### src/rtl/mem_access_arbiter.sv
// Round-robin N-port front end for one single-ported SRAM bank: splits DOUBLE
// accesses into two beats, reassembles DOUBLE reads and gates chip enable when idle.
module mem_access_arbiter #(
  parameter int N_PORTS     = 4,
  parameter int DATA_W      = 16,
  parameter int DEPTH       = 1024,
  parameter int BANK_RD_LAT = 1,
  parameter int IDLE_CYCLES = 16,
  parameter int WAKE_CYCLES = 2,
  localparam int ADDR_W     = $clog2(DEPTH)
) (
  input  logic                          clk,
  input  logic                          rst_n,
  input  logic [N_PORTS-1:0]            req_en,
  input  logic [N_PORTS-1:0]            req_write,
  input  logic [N_PORTS-1:0]            req_width,
  input  logic [N_PORTS*ADDR_W-1:0]     req_addr,
  input  logic [N_PORTS*2*DATA_W-1:0]   req_wdata,
  output logic [N_PORTS-1:0]            req_ready,
  output logic [N_PORTS-1:0]            rsp_valid,
  output logic [2*DATA_W-1:0]           rsp_data,
  output logic                          bank_en,
  output logic                          bank_chip_en,
  output logic                          bank_write,
  output logic [ADDR_W-1:0]             bank_addr,
  output logic [DATA_W-1:0]             bank_wdata,
  input  logic [DATA_W-1:0]             bank_rdata
);

  localparam int PW   = (N_PORTS > 1) ? $clog2(N_PORTS) : 1;
  localparam int IC_W = $clog2(IDLE_CYCLES + 2);
  localparam int WC_W = $clog2(WAKE_CYCLES + 2);

  typedef enum logic [1:0] {
    ST_IDLE  = 2'd0,
    ST_BEAT2 = 2'd1,
    ST_SLEEP = 2'd2,
    ST_WAKE  = 2'd3
  } state_t;

  function automatic logic [ADDR_W-1:0] addr_inc(input logic [ADDR_W-1:0] a);
    logic [ADDR_W-1:0] r;
    if (a == ADDR_W'(DEPTH - 1)) r = '0;
    else                         r = a + ADDR_W'(1);
    return r;
  endfunction

  function automatic logic [PW-1:0] ptr_inc(input logic [PW-1:0] p);
    logic [PW-1:0] r;
    if (int'(p) == N_PORTS - 1) r = '0;
    else                        r = p + PW'(1);
    return r;
  endfunction

  state_t               state_r, state_n;
  logic [PW-1:0]        rr_ptr_r, rr_ptr_n;
  logic [IC_W-1:0]      idle_cnt_r, idle_cnt_n;
  logic [WC_W-1:0]      wake_cnt_r, wake_cnt_n;
  logic [PW-1:0]        hold_port_r, hold_port_n;
  logic [ADDR_W-1:0]    hold_addr_r, hold_addr_n;
  logic [DATA_W-1:0]    hold_hi_r, hold_hi_n;
  logic                 hold_write_r, hold_write_n;
  logic                 bank_en_r, bank_en_n;
  logic                 bank_write_r, bank_write_n;
  logic [ADDR_W-1:0]    bank_addr_r, bank_addr_n;
  logic [DATA_W-1:0]    bank_wdata_r, bank_wdata_n;
  logic                 chip_en_r, chip_en_n;
  logic [N_PORTS-1:0]   ready_r, ready_n;
  logic [PW-1:0]        iss_port_r, iss_port_n;
  logic                 iss_dbl_r, iss_dbl_n;
  logic                 iss_last_r, iss_last_n;

  logic [N_PORTS-1:0]   eligible_s;
  logic                 grant_found_s;
  logic [PW-1:0]        grant_idx_s;
  logic [PW-1:0]        cand_s;
  logic [ADDR_W-1:0]    sel_addr_s;
  logic [2*DATA_W-1:0]  sel_wdata_s;
  logic                 inflight_s;

  logic [BANK_RD_LAT-1:0] tag_vld_r;
  logic [BANK_RD_LAT-1:0] tag_dbl_r;
  logic [BANK_RD_LAT-1:0] tag_last_r;
  logic [PW-1:0]          tag_port_r [BANK_RD_LAT];
  logic [DATA_W-1:0]      lo_word_r;
  logic [N_PORTS-1:0]     rsp_valid_r;
  logic [2*DATA_W-1:0]    rsp_data_r;

  assign req_ready    = ready_r;
  assign rsp_valid    = rsp_valid_r;
  assign rsp_data     = rsp_data_r;
  assign bank_en      = bank_en_r;
  assign bank_chip_en = chip_en_r;
  assign bank_write   = bank_write_r;
  assign bank_addr    = bank_addr_r;
  assign bank_wdata   = bank_wdata_r;

  assign inflight_s = (|tag_vld_r) | (bank_en_r & ~bank_write_r);

  // Round-robin search from rr_ptr; a port being acknowledged this cycle holds a stale req_en.
  always_comb begin
    eligible_s    = req_en & ~ready_r;
    grant_found_s = 1'b0;
    grant_idx_s   = '0;
    cand_s        = '0;
    for (int i = 0; i < N_PORTS; i++) begin
      cand_s = PW'((int'(rr_ptr_r) + i) % N_PORTS);
      if (!grant_found_s && eligible_s[cand_s]) begin
        grant_found_s = 1'b1;
        grant_idx_s   = cand_s;
      end else begin
        grant_found_s = grant_found_s;
      end
    end
    sel_addr_s  = req_addr[grant_idx_s*ADDR_W +: ADDR_W];
    sel_wdata_s = req_wdata[grant_idx_s*2*DATA_W +: 2*DATA_W];
  end

  // Next-state and next-output logic for the access/power FSM.
  always_comb begin
    state_n      = state_r;
    rr_ptr_n     = rr_ptr_r;
    idle_cnt_n   = idle_cnt_r;
    wake_cnt_n   = wake_cnt_r;
    hold_port_n  = hold_port_r;
    hold_addr_n  = hold_addr_r;
    hold_hi_n    = hold_hi_r;
    hold_write_n = hold_write_r;
    bank_en_n    = 1'b0;
    bank_write_n = 1'b0;
    bank_addr_n  = '0;
    bank_wdata_n = '0;
    chip_en_n    = 1'b1;
    ready_n      = '0;
    iss_port_n   = '0;
    iss_dbl_n    = 1'b0;
    iss_last_n   = 1'b0;
    case (state_r)
      ST_IDLE: begin
        if (grant_found_s) begin
          bank_en_n    = 1'b1;
          bank_write_n = req_write[grant_idx_s];
          bank_addr_n  = sel_addr_s;
          bank_wdata_n = sel_wdata_s[DATA_W-1:0];
          iss_port_n   = grant_idx_s;
          iss_dbl_n    = req_width[grant_idx_s];
          iss_last_n   = ~req_width[grant_idx_s];
          rr_ptr_n     = ptr_inc(grant_idx_s);
          idle_cnt_n   = '0;
          if (req_width[grant_idx_s]) begin
            state_n      = ST_BEAT2;
            hold_port_n  = grant_idx_s;
            hold_addr_n  = addr_inc(sel_addr_s);
            hold_hi_n    = sel_wdata_s[2*DATA_W-1:DATA_W];
            hold_write_n = req_write[grant_idx_s];
          end else begin
            ready_n[grant_idx_s] = 1'b1;
          end
        end else if (inflight_s || IDLE_CYCLES == 0) begin
          idle_cnt_n = '0;
        end else if (idle_cnt_r >= IC_W'(IDLE_CYCLES)) begin
          state_n    = ST_SLEEP;
          chip_en_n  = 1'b0;
          idle_cnt_n = '0;
        end else begin
          idle_cnt_n = idle_cnt_r + IC_W'(1);
        end
      end
      ST_BEAT2: begin
        bank_en_n            = 1'b1;
        bank_write_n         = hold_write_r;
        bank_addr_n          = hold_addr_r;
        bank_wdata_n         = hold_hi_r;
        ready_n[hold_port_r] = 1'b1;
        iss_port_n           = hold_port_r;
        iss_dbl_n            = 1'b1;
        iss_last_n           = 1'b1;
        state_n              = ST_IDLE;
      end
      ST_SLEEP: begin
        wake_cnt_n = '0;
        if (|req_en) begin
          state_n = (WAKE_CYCLES <= 1) ? ST_IDLE : ST_WAKE;
        end else begin
          chip_en_n = 1'b0;
        end
      end
      ST_WAKE: begin
        // The SLEEP->WAKE edge already raised chip_en, so WAKE lasts WAKE_CYCLES-1 cycles.
        if (int'(wake_cnt_r) >= WAKE_CYCLES - 2) begin
          state_n    = ST_IDLE;
          wake_cnt_n = '0;
        end else begin
          wake_cnt_n = wake_cnt_r + WC_W'(1);
        end
      end
      default: begin
        state_n = ST_IDLE;
      end
    endcase
  end

  // FSM state, hold registers and registered bank/ready outputs.
  always_ff @(posedge clk or negedge rst_n) begin
    if (!rst_n) begin
      state_r      <= ST_IDLE;
      rr_ptr_r     <= '0;
      idle_cnt_r   <= '0;
      wake_cnt_r   <= '0;
      hold_port_r  <= '0;
      hold_addr_r  <= '0;
      hold_hi_r    <= '0;
      hold_write_r <= 1'b0;
      bank_en_r    <= 1'b0;
      bank_write_r <= 1'b0;
      bank_addr_r  <= '0;
      bank_wdata_r <= '0;
      chip_en_r    <= 1'b1;
      ready_r      <= '0;
      iss_port_r   <= '0;
      iss_dbl_r    <= 1'b0;
      iss_last_r   <= 1'b0;
    end else begin
      state_r      <= state_n;
      rr_ptr_r     <= rr_ptr_n;
      idle_cnt_r   <= idle_cnt_n;
      wake_cnt_r   <= wake_cnt_n;
      hold_port_r  <= hold_port_n;
      hold_addr_r  <= hold_addr_n;
      hold_hi_r    <= hold_hi_n;
      hold_write_r <= hold_write_n;
      bank_en_r    <= bank_en_n;
      bank_write_r <= bank_write_n;
      bank_addr_r  <= bank_addr_n;
      bank_wdata_r <= bank_wdata_n;
      chip_en_r    <= chip_en_n;
      ready_r      <= ready_n;
      iss_port_r   <= iss_port_n;
      iss_dbl_r    <= iss_dbl_n;
      iss_last_r   <= iss_last_n;
    end
  end

  // Read tag pipe: the last stage lines up with bank_rdata of the tagged beat.
  always_ff @(posedge clk or negedge rst_n) begin
    if (!rst_n) begin
      tag_vld_r  <= '0;
      tag_dbl_r  <= '0;
      tag_last_r <= '0;
      for (int k = 0; k < BANK_RD_LAT; k++) tag_port_r[k] <= '0;
    end else begin
      for (int k = BANK_RD_LAT - 1; k > 0; k--) begin
        tag_vld_r[k]  <= tag_vld_r[k-1];
        tag_dbl_r[k]  <= tag_dbl_r[k-1];
        tag_last_r[k] <= tag_last_r[k-1];
        tag_port_r[k] <= tag_port_r[k-1];
      end
      tag_vld_r[0]  <= bank_en_r & ~bank_write_r;
      tag_dbl_r[0]  <= iss_dbl_r;
      tag_last_r[0] <= iss_last_r;
      tag_port_r[0] <= iss_port_r;
    end
  end

  // Low-word capture and registered read response.
  always_ff @(posedge clk or negedge rst_n) begin
    if (!rst_n) begin
      lo_word_r   <= '0;
      rsp_valid_r <= '0;
      rsp_data_r  <= '0;
    end else begin
      rsp_valid_r <= '0;
      if (tag_vld_r[BANK_RD_LAT-1] && tag_last_r[BANK_RD_LAT-1]) begin
        rsp_valid_r[tag_port_r[BANK_RD_LAT-1]] <= 1'b1;
        rsp_data_r <= tag_dbl_r[BANK_RD_LAT-1] ? {bank_rdata, lo_word_r}
                                               : {{DATA_W{1'b0}}, bank_rdata};
      end else if (tag_vld_r[BANK_RD_LAT-1]) begin
        lo_word_r <= bank_rdata;
      end else begin
        lo_word_r <= lo_word_r;
      end
    end
  end

endmodule

### config.mk
export PLATFORM = sky130hd
export DESIGN_NAME = mem_access_arbiter
export DESIGN_NICKNAME = d
export VERILOG_FILES = /design/src/rtl/mem_access_arbiter.sv
export SDC_FILE = /design/constraint.sdc
export NUM_CORES = 1
export LEC_CHECK = 0
export CORE_UTILIZATION = 49
export CTS_BUF_LIST = sky130_fd_sc_hd__clkbuf_4 sky130_fd_sc_hd__clkbuf_8
export DETAILED_ROUTE_END_ITERATION = 12
export GPL_ROUTABILITY_DRIVEN = 0
export PLACE_DENSITY = 0.94
export SLEW_MARGIN = 20
export SYNTH_ARGS = -nofsm -noshare
export SYNTH_HDL_FRONTEND = slang
export SYNTH_SLANG_ARGS = --single-unit
### constraint.sdc
create_clock -name clk -period 4.8 [get_ports clk]
set_input_delay 0.96 -clock clk [delete_from_list [all_inputs] [get_ports clk]]
set_output_delay 0.96 -clock clk [all_outputs]
set_load 0.01 [all_outputs]
==> metrics.yaml <==
synth_top_area_share_pct: 48.6
drive_gt1_share_pct: 7.78
seq_area_frac_synth_pct: 49.0
nets: 1233
synth-main-ff-cell: "dfrtp_1"
ir_worst_vdd_uv: 322
post_cts_buffers: 0
hold_depth: 0
core-area_um2: 13300
setup_viol: 0
path_clk_slew_ns: 0.07
tritoncts: "yes"
synthArstFlopShare_pct: 100
fin_cells: 1218
critPathKind: "in -> reg"
rsz0062_at_grt: "no"
yosys_warnings: 0
power_density_nw_per_um2: 614
p_leak_nw: 4.49
start_kind: "primary input"
max_freq_mhz: 272
antenna_found_initial: 1
portBuffers: 266
postCtsHoldBufs: 0
crit_arrival_ns: 3.99
areaGrowthSynthToFinish_pct: 47.1
crit_fanout: 26
dp_slack_ns: 0.683
finClkSkew_ns: 0.00724
drc: 0
syn_area_per_cell_um2: 8.59
status: "complete, no violations"
num-fill-cells: 990
power_mw: 6.10
cts_max_level: 4
ys_seq_elements: 132
grt_overflow_total: 0
synth_area_leaders: "dfrtp_1, nand2_1, o21ai_0"
critPathBufInv: 3
rows: 42
critical-path-top-delay-family: "simple AND/OR/NAND/NOR gates"
synth_area_um2: 6750
grt_usage_pct: 29.9
finalWirelength_um: 20200
drv_cap: 0
crit_chain: "clkdlybuf4s50_1, or4b_1, o21ai_0, nor3b_4, buf_4, mux2i_1, mux2_2, inv_1, ha_1, nand2_1, nor3_4, o31ai_1"
synth_cell_type_count: 47
slew-limit-headroom_pct: 30.0
mostFrequentLayoutCells: "nand2_1, clkdlybuf4s50_1, dfrtp_1"
tns_ns: 0
tightest_slew_ns: 1.05
ff2ff_path_depth: 9
post_cts_resized: 0
dieArea_um2: 14200
holdWs_ns: 0.350
drtAntennaViolNets: 0
endpoint_kind: "flop"
setup_slack_ns: 1.12
placed_area_um2: 9480
clock_path_buffers: 2
synthCells: 785
final_cell_area_um2: 9920
cpMaxStageDelayCell: "clkdlybuf4s50_1"
worstSkewPairLatency_ns: 0.43
firstDrtPassIters: 6
vias_per_cell: 5.37
regArea_um2: 3300
synth-edff-count: 0
ios: 267
grt_pass1_vias: 6755
dp_hpwl_um: 14300
drt_iter0_markers: 486
cts_buffers: 17
synth_nets: 990
finalHoldViolCount: 0
cp.depth: 12
dp.cells: 1185
wire_per_inst_um: 16.6
cp.required_ns: 5.11
multiInputGateArea_um2: 3180
slowest_delay_ns: 0.52
initial_core_util_pct: 50.5
grt_pass1_wl_um: 33300
grt_max_degree: 99
root_buffer: "clkbuf_8"
fin_crit_ns: 3.68
post-route-util_pct: 74.3
yosysTopAreaCell: "dfrtp_1"
cts_sinks: 132
final_common_cell: "nand2_1"
final_max_slew_viol_count: 0
hp-class: "reg -> reg"
min_period_over_period_pct: 76.6
vias: 6535
chipHeight_um: 119
die_w_um: 119
## Yosys cell counts, types with 2 or more instances
cell and count:
nand2_1 285, buf_2 12, a21oi_1 6, xor2_1 2, a31oi_1 2, xnor2_1 6, nand3_1 52, inv_1 9
nor2_1 11, clkbuf_1 34, buf_4 2, a211oi_1 2, dfrtp_1 131, o31ai_1 7, mux2_2 26, nand4_1 2
and3_1 3, o21ai_0 104, a22o_1 3, buf_1 2, nor3_1 5, ha_1 7, nand2b_1 7, nor2b_1 4
mux2i_1 38, and2_1 2
## worst register-to-register path, stage by stage, from the launching register on
cell and delay [ns]:
dfrtp_1 0.46, and3b_1 0.22, o21a_1 0.18, o21ai_0 0.20
o211a_4 0.44, mux2i_1 0.16, mux2i_1 0.36, nand2_2 0.39
buf_4 0.36, o31ai_1 0.29
## layout make-up
| class | count | share of cell area (%) |
|---|---|---|
| sequential | 132 | 33.3 |
| multi-input combinational | 591 | 32.1 |
| timing repair buffer | 276 | 27.6 |
| clock buffer | 19 | 2.57 |
| tap | 176 | 2.22 |
| clock inverter | 13 | 1.84 |
| inverter | 10 | 0.378 |
| antenna | 1 | 0.0252 |
## layer usage
metal	track usage, %	part of all wire (%)
met1	35.0	38
met2	50.6	50
met3	8.38	7.3
met4	14.7	3.9
met5	0	0
## logic make-up (layout without fill, tap and decap cells)
kind of cell / count (synthesis) / count (layout) / synth area share [%]
buffers and inverters: 62 / 318 / 4.14
xor gates and xnor gates: 8 / 8 / 1.04
and+or+nand+nor: 382 / 382 / 24.0
adders and majority gates: 7 / 7 / 1.30
muxes: 65 / 65 / 10.2
AOI/OAI and AO/OA: 129 / 129 / 10.3
other: 0 / 1 / 0
DFF: 132 / 132 / 49.0
## flip-flops by register name, summed over array words and instances, names as in the netlist, 2 cells and up
| name | count |
|---|---|
| lo_word_r | 16 |
| rsp_valid | 4 |
| bank_wdata | 16 |
| idle_cnt_r | 5 |
| bank_addr | 10 |
| iss_port_r | 2 |
| tag_port_r | 2 |
| state_r | 2 |
| rsp_data | 32 |
| hold_hi_r | 16 |
| req_ready | 4 |
| rr_ptr_r | 2 |
| hold_port_r | 2 |
| hold_addr_r | 10 |
## power breakdown
group | switching [mW] | internal [mW]
logic | 1.80 | 1.39
registers | 0.266 | 1.63
clock network | 0.434 | 0.583
total | 2.50 | 3.60
## path summary, 6_finish.rpt
check | slack (ns) | from | to
setup / recovery | 1.12 | req_en[0] | hold_addr_r[5]
max in group asynchronous | 3.16 | rst_n | bank_wdata[7]
hold / removal | 0.35 | iss_port_r[1] | tag_port_r[1]
hold reg to reg | 0.35 | iss_port_r[1] | tag_port_r[1]
setup reg to reg | 1.63 | rr_ptr_r[1] | hold_addr_r[5]
min in group asynchronous | 0.61 | rst_n | rsp_data[15]
Note: power is estimated with default switching activity, not from simulation.
